## src/rtl/nibble_add_seq.sv

```systemverilog
// nibble_add_seq: 8-bit ADD/SUB/ADC/SBB sequenced through one shared external
// 4-bit adder slice, low nibble first, then high nibble.
// Optional build macro NIBBLE_ADD_SAT_EN: saturate the result on signed overflow.
module nibble_add_seq (
  input  logic       clk,
  input  logic       rst,
  input  logic       start,
  input  logic [1:0] op,
  input  logic [7:0] a,
  input  logic [7:0] b,
  output logic       ready,
  output logic       done,
  output logic [7:0] result,
  output logic       flag_c,
  output logic       flag_z,
  output logic       flag_n,
  output logic       flag_v,
  output logic [3:0] nib_a,
  output logic [3:0] nib_b,
  output logic       nib_cin,
  input  logic [3:0] nib_s,
  input  logic       nib_cout
);

  typedef enum logic [1:0] {
    S_IDLE = 2'd0,
    S_LO   = 2'd1,
    S_HI   = 2'd2,
    S_DONE = 2'd3
  } state_t;

  state_t     r_state;
  state_t     w_next;

  // Only the high nibbles are kept; the low nibbles go straight to the adder at accept.
  logic [3:0] r_a_hi;
  logic [3:0] r_bx_hi;

  logic [7:0] w_bx;
  logic       w_cin0;
  logic [7:0] w_raw;
  logic [7:0] w_res;
  logic       w_v;

  // Operand prep at accept: invert B for SUB/SBB, pick the low-nibble carry-in.
  always_comb begin
    w_bx   = b ^ {8{op[0]}};
    w_cin0 = op[1] ? flag_c : op[0];
  end

  // High-nibble result, signed overflow and optional saturation.
  always_comb begin
    w_raw = {nib_s, result[3:0]};
    w_v   = (r_a_hi[3] == r_bx_hi[3]) && (nib_s[3] != r_a_hi[3]);
`ifdef NIBBLE_ADD_SAT_EN
    w_res = w_raw;
    if (w_v) begin
      w_res = r_a_hi[3] ? 8'h80 : 8'h7F;
    end
`else
    w_res = w_raw;
`endif
  end

  // State register.
  always_ff @(posedge clk or posedge rst) begin
    if (rst) begin
      r_state <= S_IDLE;
    end else begin
      r_state <= w_next;
    end
  end

  // Next-state logic; start is only honoured in IDLE and DONE.
  always_comb begin
    w_next = r_state;
    case (r_state)
      S_IDLE:  if (start) w_next = S_LO;
      S_LO:    w_next = S_HI;
      S_HI:    w_next = S_DONE;
      S_DONE:  w_next = start ? S_LO : S_IDLE;
      default: w_next = S_IDLE;
    endcase
  end

  // Registered outputs, operand latch and adder drive, all keyed off the next state.
  // nib_cin doubles as the inter-nibble carry latch while in HI.
  always_ff @(posedge clk or posedge rst) begin
    if (rst) begin
      ready   <= 1'b1;
      done    <= 1'b0;
      result  <= 8'h00;
      flag_c  <= 1'b0;
      flag_z  <= 1'b0;
      flag_n  <= 1'b0;
      flag_v  <= 1'b0;
      nib_a   <= 4'h0;
      nib_b   <= 4'h0;
      nib_cin <= 1'b0;
      r_a_hi  <= 4'h0;
      r_bx_hi <= 4'h0;
    end else begin
      ready   <= (w_next == S_IDLE) || (w_next == S_DONE);
      done    <= (w_next == S_DONE);
      nib_a   <= 4'h0;
      nib_b   <= 4'h0;
      nib_cin <= 1'b0;

      if (w_next == S_LO) begin
        r_a_hi  <= a[7:4];
        r_bx_hi <= w_bx[7:4];
        nib_a   <= a[3:0];
        nib_b   <= w_bx[3:0];
        nib_cin <= w_cin0;
      end

      if (r_state == S_LO) begin
        result[3:0] <= nib_s;
        nib_a       <= r_a_hi;
        nib_b       <= r_bx_hi;
        nib_cin     <= nib_cout;
      end

      if (r_state == S_HI) begin
        result <= w_res;
        flag_c <= nib_cout;
        flag_v <= w_v;
        flag_n <= w_res[7];
        flag_z <= (w_res == 8'h00);
      end
    end
  end

endmodule
```

## config.mk

```make
export PLATFORM = sky130hd
export DESIGN_NAME = nibble_add_seq
export DESIGN_NICKNAME = d
export VERILOG_FILES = /design/src/rtl/nibble_add_seq.sv
export SDC_FILE = /design/constraint.sdc
export NUM_CORES = 1
export LEC_CHECK = 0
export BUFFER_PORTS_ARGS = -buffer_cell sky130_fd_sc_hd__buf_2
export CORE_MARGIN = 4
export CORE_UTILIZATION = 30
export CTS_CLUSTER_DIAMETER = 60
export DETAILED_ROUTE_END_ITERATION = 8
export PLACE_DENSITY = 0.52
export SLEW_MARGIN = 20
export SYNTH_ARGS = -nofsm -noshare
export SYNTH_HDL_FRONTEND = slang
export SYNTH_SLANG_ARGS = --single-unit
export TNS_END_PERCENT = 20
```

## constraint.sdc

```tcl
create_clock -name clk -period 1.9 [get_ports clk]
set_input_delay 0.095 -clock clk [delete_from_list [all_inputs] [get_ports clk]]
set_output_delay 0.095 -clock clk [all_outputs]
set_load 0.05 [all_outputs]
```

# Word level (Yosys, flattened, before mapping)
# Cells that the tools add are included.
dict set report totals {
  reg_bits 33
  in_bits 26
  out_inout_bits 23
}
dict set report classes {
  n_eq_ne 7
  mux 10
  bitwise_logic 2
  reduce_logical 6
}
# operator count
set op_table {}
lappend op_table {{4-bit 2-to-1 mux} 4}
lappend op_table {{8-bit logical NOT} 1}
lappend op_table {{2-bit one-hot mux with 4 select lines} 1}
lappend op_table {{8-bit bitwise XOR} 1}
lappend op_table {{2-bit == test (second input constant)} 3}
lappend op_table {{2-bit by 1-bit == test with 1-bit output (second input constant)} 2}
lappend op_table {{2-bit logical NOT} 2}
lappend op_table {{1-bit 2-to-1 mux} 4}
lappend op_table {{2-bit 2-to-1 mux} 1}
lappend op_table {{2-bit AND reduction} 1}
lappend op_table {{1-bit == test} 1}
lappend op_table {{1-bit logical AND} 1}
lappend op_table {{1-bit logical OR} 1}
lappend op_table {{1-bit != test} 1}
lappend op_table {{1-bit NOT} 1}

# Depth between registers and ports, before layout
# Gate-level depths: netlist (run 1).
dict set report logic_depth {
  depth_word 5
  mapped_depth 9
  depth_no_buf 7
}

# Worst setup path after synthesis (run 1)
# No wires, ideal clock.
dict set report synth_path {
  path_type {register to register}
  from {register r_state[0]}
  to {register r_a_hi[0]}
  setup_ns 0.125
  arrival_time_ns 1.763
  t_required_ns 1.775
  slack_ns 0.013
  path_stages_with_launch 9
  period_less_slack_ns 1.887
  cell_sequence {dfrtp_1 > inv_1 > ha_1 > buf_6 > a211oi_1 > a21oi_1 > ha_1 > buf_2 > mux2_2}
}
dict set report synth_between {
  elab_chain_cells 3
}
# item line_no
set synth_rtl {}
lappend synth_rtl {{start, declared} 32} ;# state_t r_state;
lappend synth_rtl {{start signal, assigned} 70} ;# r_state <= w_next;
lappend synth_rtl {{2-bit == test, or another cell as far along} 77} ;# case (r_state)
lappend synth_rtl {{2-bit one-hot mux with 4 select lines (*)} 77}
lappend synth_rtl {{net w_next[0]} 33} ;# state_t w_next;
lappend synth_rtl {{2-bit by 1-bit == test with 1-bit output (*)} 109} ;# if (w_next == S_LO) begin
lappend synth_rtl {{end signal, assigned} 110} ;# r_a_hi <= a[7:4];
lappend synth_rtl {{end, declared} 36} ;# logic [3:0] r_a_hi;
# Mark *: on every way through the listed nets, which the timed path passes. The rest lies on a longest branch.
# A chain may end at the register's enable or synchronous reset.

# Worst setup path in the final report (run 1)
dict set report layout_path {
  from {register r_state[1]}
  to {register r_a_hi[3]}
}
dict set report layout_between {
  elab_chain_cells 3
}
# item line_no
set layout_rtl {}
lappend layout_rtl {{2-bit == test, or another cell as far along} 77}
lappend layout_rtl {{2-bit one-hot mux with 4 select lines (*)} 77}
lappend layout_rtl {{net w_next[0]} 33}
lappend layout_rtl {{2-bit by 1-bit == test with 1-bit output (*)} 109}
# Marks and branches as above.

==> impl_metrics.tcl, run 1 <==
set metrics [dict create \
    core_area_mm2 0.00438 \
    htree_levels 2 \
    r2r_slack_ps 100 \
    clock_latency_ps 280 \
    seqCellArea_um2 802 \
    drv_slew 0 \
    drt_iter0_markers 39 \
    finalClockSkew_ps 3.97 \
    critPathLaunchType "flip-flop" \
    synth_fp_nets 137 \
    vias 969 \
    n_antenna_cell 0 \
    grt_max_degree 33 \
    nNetsFinal 197 \
    slowest_delay_ps 400 \
    wl_per_cell_um 14.3 \
    die_w_um 75.6 \
    power.density_mw_per_mm2 2080 \
    avgSynthCellArea_um2 13.2 \
    cts_tree "built" \
    reg2reg_from "r_state[1]$_DFF_PP0_" \
    leakage_nw 0.890 \
    finalPower_w 0.00374 \
    cts_root_buffer "clkbuf_8" \
    multi_input_area_um2 517 \
    start_util_pct 31.3 \
    drc 0 \
    fmax_ghz 0.555 \
    fin_cells 216 \
    cp_slowest_cell "dfrtp_1" \
    die_y_um 75.6 \
    crit_chain "buf_4 > ha_1 > a211oi_1 > a21oi_1 > ha_2 > buf_4 > mux2_2" \
    cts_buffer_depth 2 \
    cts_buffers 5 \
    crit_fanout 9 \
    area_growth_pct 30.8 \
    synth_seq_cells 32 \
    peakVddDrop_mv 0.771 \
    ant_nets 0 \
    dp_hpwl_um 2350 \
    min-delay-start "a[4]" \
    die-area_mm2 0.00572 \
    synthCells 104 \
    clkSlewWorstSetupHoldPaths_ps 60 \
    synth_edf_count 0 \
    drt_wl_total_um 3090 \
    synth_cell_types 22 \
    yosys_most_used_dff "dfrtp_1" \
    grt_pass1_vias 1038 \
    grt_use_total_pct 11.8 \
    place_inst 204 \
    drtPass1Iterations 4 \
    synth_area_mm2 0.00137 \
    place_congestion 0.731 \
    rows 24 \
    gr-total-overflow 0 \
    io_buffers 48 \
    period_minus_slack_ps 1800 \
    final_util_pct 40.9 \
    ys_warn_count 0 \
    hold_viol_final 0 \
    seq_area_frac_synth_pct 58.5 \
    slew_headroom_pct 69.6 \
    drive_gt1_share_pct 50.0 \
    cts.sinks 32 \
    grt_antenna_before_repair 0 \
    io_pins 49 \
    crit_top_cell "buf_4" \
    hp-class "primary input to flip-flop" \
    critical_path_class "flip-flop to flip-flop" \
    cap_violations 0 \
    synth_async_sr_flop_share_pct 100 \
    grt_pass1_wl_um 4840 \
    tightestPinTransition_ps 456 \
    worstSetupStartpoint "r_state[1]$_DFF_PP0_" \
    end_kind "flip-flop" \
    fillers 440 \
    viasPerCell 4.49 \
    final_common_cell "buf_2" \
    post-route-period-util_pct 94.8 \
    final_cell_mix "buf_2 (48), dfrtp_1 (31), mux2_2 (14), buf_4 (9), xnor2_1 (8)" \
    crit_required_ps 2060 \
    worstPathArrival_ps 1970 \
    setup_violations 0 \
    status "finished, final reports clean" \
]
## path summary, 6_finish.rpt
| check | cells after the start | end |
|---|---|---|
| max | 7 | r_a_hi[3]$_DFFE_PP0N_ |
| min in group asynchronous | 4 | result[6]$_DFFE_PP0N_ |
| max reg2reg | 7 | r_a_hi[3]$_DFFE_PP0N_ |
| min | 2 | r_a_hi[0]$_DFFE_PP0N_ |
| max in group asynchronous | 4 | ready$_DFF_PP1_ |
| min reg2reg | 2 | nib_b[0]$_DFF_PP0_ |
## per-layer routing
metal	vias to the layer above	global-route usage (%)	routed length [um]
li1	473	-	-
met1	460	14.2	1240
met2	31	19.0	1590
met3	5	2.77	203
met4	0	6.99	62
met5	-	0	0
## power breakdown
| group | internal (W) | total, W | switching [W] |
|---|---|---|---|
| Combinational | 0.000749 | 0.00209 | 0.00134 |
| Sequential | 0.00102 | 0.00118 | 0.000160 |
| Clock | 0.000248 | 0.000474 | 0.000226 |
## layout make-up
class / instances / area share [%]
multi-input combinational: 63 / 28.8
clock buffer: 6 / 4.04
inverter: 4 / 0.837
clock inverter: 1 / 0.279
timing repair buffer: 58 / 17.7
sequential: 32 / 44.7
tap: 52 / 3.63
## state kept, by name, summed over array words and instances, names as in the netlist
name     count
done         1
result       8
nib_b        4
nib_a        4
ready        1
flag_v       1
flag_z       1
r_state      2
nib_cin      1
r_a_hi       4
r_bx_hi      4
flag_c       1
## what timing repair did
| item | CTS | global route |
|---|---|---|
| setup endpoints to repair | 0 | 10 |
| hold buffers | 1 | 0 |
| setup buffers | 0 | 4 |
| endpoints found under the hold margin | 31 | 0 |
| gates resized for setup | 0 | 3 |
## synthesized netlist by cell type (2+ instances only)
library cell | instances | share of area [%]
ha_1 | 7 | 6.4
a21oi_1 | 5 | 1.8
mux2_2 | 14 | 11
dfrtp_1 | 31 | 57
inv_1 | 4 | 1.1
o21ai_0 | 4 | 1.5
nor2_1 | 6 | 1.6
nand2_1 | 4 | 1.1
a22o_1 | 5 | 3.2
buf_4 | 2 | 1.1
nor2b_1 | 2 | 0.91
xnor2_1 | 8 | 5.1
nor4_1 | 2 | 0.91
buf_6 | 2 | 1.6
## metrics by stage
| step | instance area (um^2) | hold slack [ps] | TNS [ps] | worst slack (ps) |
|---|---|---|---|---|
| 2_1_floorplan | 1370 | 210 | 0 | 12.6 |
| 3_3_place_gp | 1670 | 195 | 0 | 113 |
| 3_5_place_dp | 1670 | 202 | 0 | 16.6 |
| 4_1_cts | 1760 | 41.3 | 0 | 9.49 |
| 5_1_grt | 1790 | 36.2 | -7.45 | -7.45 |
| 6_report | 1790 | 46.6 | 0 | 97.9 |
## kinds of logic (layout without fill, tap and decap cells)
logic type                 after synthesis  in the layout  synth area share [%]
and+or+nand+nor                         17             17                  6.20
buffers and inverters                    9             69                  4.20
adders and majority gates                7              7                  6.39
AOI/OAI and AO/OA                       17             17                  8.12
DFF                                     32             32                  58.5
xor gates and xnor gates                 8              8                  5.11
muxes                                   14             14                  11.5
## critical path, delay by kind of cell, from the launching register on
family	cells	cell delay [ps]
AOI/OAI and AO/OA	2	330
adders and majority gates	2	380
buffers and inverters	2	320
DFF	1	400
muxes	1	260
Power figures use the tool's default switching activity.
==> inputs of run 2 (changes only) <==
PLACE_DENSITY = 0.5   (was 0.52)
RECOVER_POWER = 100   (was unset)
SETUP_SLACK_MARGIN = 0.4   (was unset)
clock period = 1.85 ns   (was 1.9 ns; I/O delays follow)
==> run 2 against run 1 <==
Routed wire length is essentially flat. Final area increased by 3.0%. Clock skew up 0.62 ps. Utilization grew 1.2 points.
==> impl_metrics.tcl, run 2 (synthesized netlist as in run 1, its figures left out) <==
set metrics [dict create \
    end_kind "flip-flop" \
    dp_hpwl_um 2320 \
    gr-total-overflow 0 \
    clkSlewWorstSetupHoldPaths_ps 70 \
    drt_iter0_markers 32 \
    tightestPinTransition_ps 789 \
    period_minus_slack_ps 1660 \
    vias 983 \
    final_cell_mix "dfrtp_1 (31), clkbuf_1 (25), buf_2 (25), mux2_2 (12), xnor2_1 (8)" \
    fmax_ghz 0.603 \
    drtPass1Iterations 4 \
    grt_use_total_pct 11.9 \
    slowest_delay_ps 380 \
    cts_root_buffer "clkbuf_8" \
    io_pins 49 \
    critical_path_class "flip-flop to flip-flop" \
    cts.sinks 32 \
    cts_buffer_depth 2 \
    largest_reg_flops 8 \
    cts_tree "built" \
    crit_fanout 6 \
    htree_levels 2 \
    rsz0062_at_grt "true" \
    pwr-share-clk_pct 16.1 \
    rows 24 \
    area_growth_pct 34.8 \
    die-area_mm2 0.00572 \
    viasPerCell 4.53 \
    worstSetupStartpoint "r_state[0]$_DFF_PP0_" \
    drt_wl_total_um 3090 \
    peakVddDrop_mv 0.892 \
    power.internal_w 0.00222 \
    crit_top_cell "ha_4" \
    hold_viol_final 0 \
    slew_headroom_pct 47.4 \
    seqPwrFrac_pct 29.9 \
    largest_register "result" \
    cts_buffers 5 \
    grt_max_degree 33 \
    p_sw_w 0.00187 \
    cp_slowest_cell "dfrtp_1" \
    final_common_cell "dfrtp_1" \
    core_area_mm2 0.00438 \
    wl_per_cell_um 14.2 \
    grt_pass1_vias 990 \
    drc 0 \
    die_y_um 75.6 \
    status "finished, final reports clean" \
    post-route-period-util_pct 89.6 \
    worstPathArrival_ps 1830 \
    grt_pass1_wl_um 4840 \
    cap_violations 0 \
    min-delay-start "a[0]" \
    critPathLaunchType "flip-flop" \
    drv_slew 0 \
    start_util_pct 31.3 \
    fillers 430 \
    final_area_mm2 0.00185 \
    pwr-share-comb_pct 54.0 \
    dpl_cell_area_mm2 0.00170 \
    finalClockSkew_ps 4.59 \
    grt_antenna_before_repair 0 \
    setup-tns-final_ps 0 \
    crit_required_ps 2020 \
    clock_latency_ps 280 \
    crit_chain "inv_1 > ha_4 > a211oi_2 > a21oi_2 > ha_4 > nor2b_4 > a22o_1" \
    place_congestion 0.710 \
    ant_nets 0 \
    reg2reg_from "r_state[0]$_DFF_PP0_" \
    n_antenna_cell 0 \
    drive_gt1_share_pct 37.6 \
    hp-class "primary input to flip-flop" \
    power.density_mw_per_mm2 2210 \
    nNetsFinal 197 \
    multi_input_area_um2 572 \
    leakage_nw 0.833 \
    setup_violations 0 \
    p_sw_share_pct 45.7 \
    seqCellArea_um2 802 \
    io_buffers 48 \
    die_w_um 75.6 \
]
[run 2: changes by cell type in the layout (fill, tap and decap cells not counted), sizes merged]
cell,before,now
buf,57,31
bufinv,0,1
clkbuf,6,32
[run 2: worst max-delay path: cells and delay by family (launching register included)]
kind                       cells  cell delay (ps)
AOI/OAI and AO/OA              3              510
adders and majority gates      2              380
buffers and inverters          1              130
DFF                            1              380
and+or+nand+nor                1              150
[run 2: power groups by stage]
| stage | logic (W) | registers (W) | clock network [W] |
|---|---|---|---|
| finish | 0.00221 | 0.00122 | 0.000657 |
| global route | 0.00239 | 0.00127 | 0.000706 |
| CTS | 0.00232 | 0.00122 | 0.000675 |
| detailed placement | 0.00212 | 0.00124 | 0 |
| global placement | 0.00208 | 0.00123 | 0 |
| floorplan | 0.000982 | 0.00193 | 0 |
[run 2: path summary, 6_finish.rpt]
path                                         end  depth (start not counted)  slack, ps
max in group asynchronous  result[5]$_DFFE_PP0N_                          4        760
min                           nib_a[0]$_DFF_PP0_                          2         30
min reg2reg                   nib_b[0]$_DFF_PP0_                          2        500
max reg2reg                   nib_a[1]$_DFF_PP0_                          7        190
min in group asynchronous         done$_DFF_PP0_                          4        590
max                           nib_a[1]$_DFF_PP0_                          7        190
[run 2: cell type report]
class	count	area share (%)
clock buffers	6	3.93
clock inverters	2	1.90
inverters	4	0.812
multi-input cells	63	30.9
flip-flops and latches	32	43.4
well taps	52	3.52
repair buffers	58	15.5
[run 2: layer usage]
metal | global-route usage, % | part of all wire [%] | up-vias
met2 | 17.4 | 46 | 34
met1 | 16.0 | 46 | 472
li1 | - | - | 473
met3 | 4.22 | 6.7 | 4
met5 | 0 | 0 | -
met4 | 5.24 | 1.5 | 0
[run 2: what timing repair did]
action | in CTS | in global routing
endpoints found under the setup margin | 17 | 17
resized for setup | 6 | 0
hold buffers | 1 | 0
setup buffers | 4 | 1
pin swaps | 2 | 2
endpoints found under the hold margin | 31 | 0
gates cloned | 0 | 0
[run 2: through the flow]
stage / cells / hold slack [ps] / utilization, % / total power (W) / setup WS, ps
5_1_grt: 217 / 23.1 / 42.2 / 0.00437 / 77.7
2_1_floorplan: 104 / 208 / - / 0.00291 / 172
3_3_place_gp: 203 / 192 / 38.8 / 0.00331 / 158
4_1_cts: 216 / 22.8 / 42.9 / 0.00422 / 224
3_5_place_dp: 203 / 210 / 38.8 / 0.00336 / 33.4
6_report: 217 / 31.6 / 42.2 / 0.00408 / 192
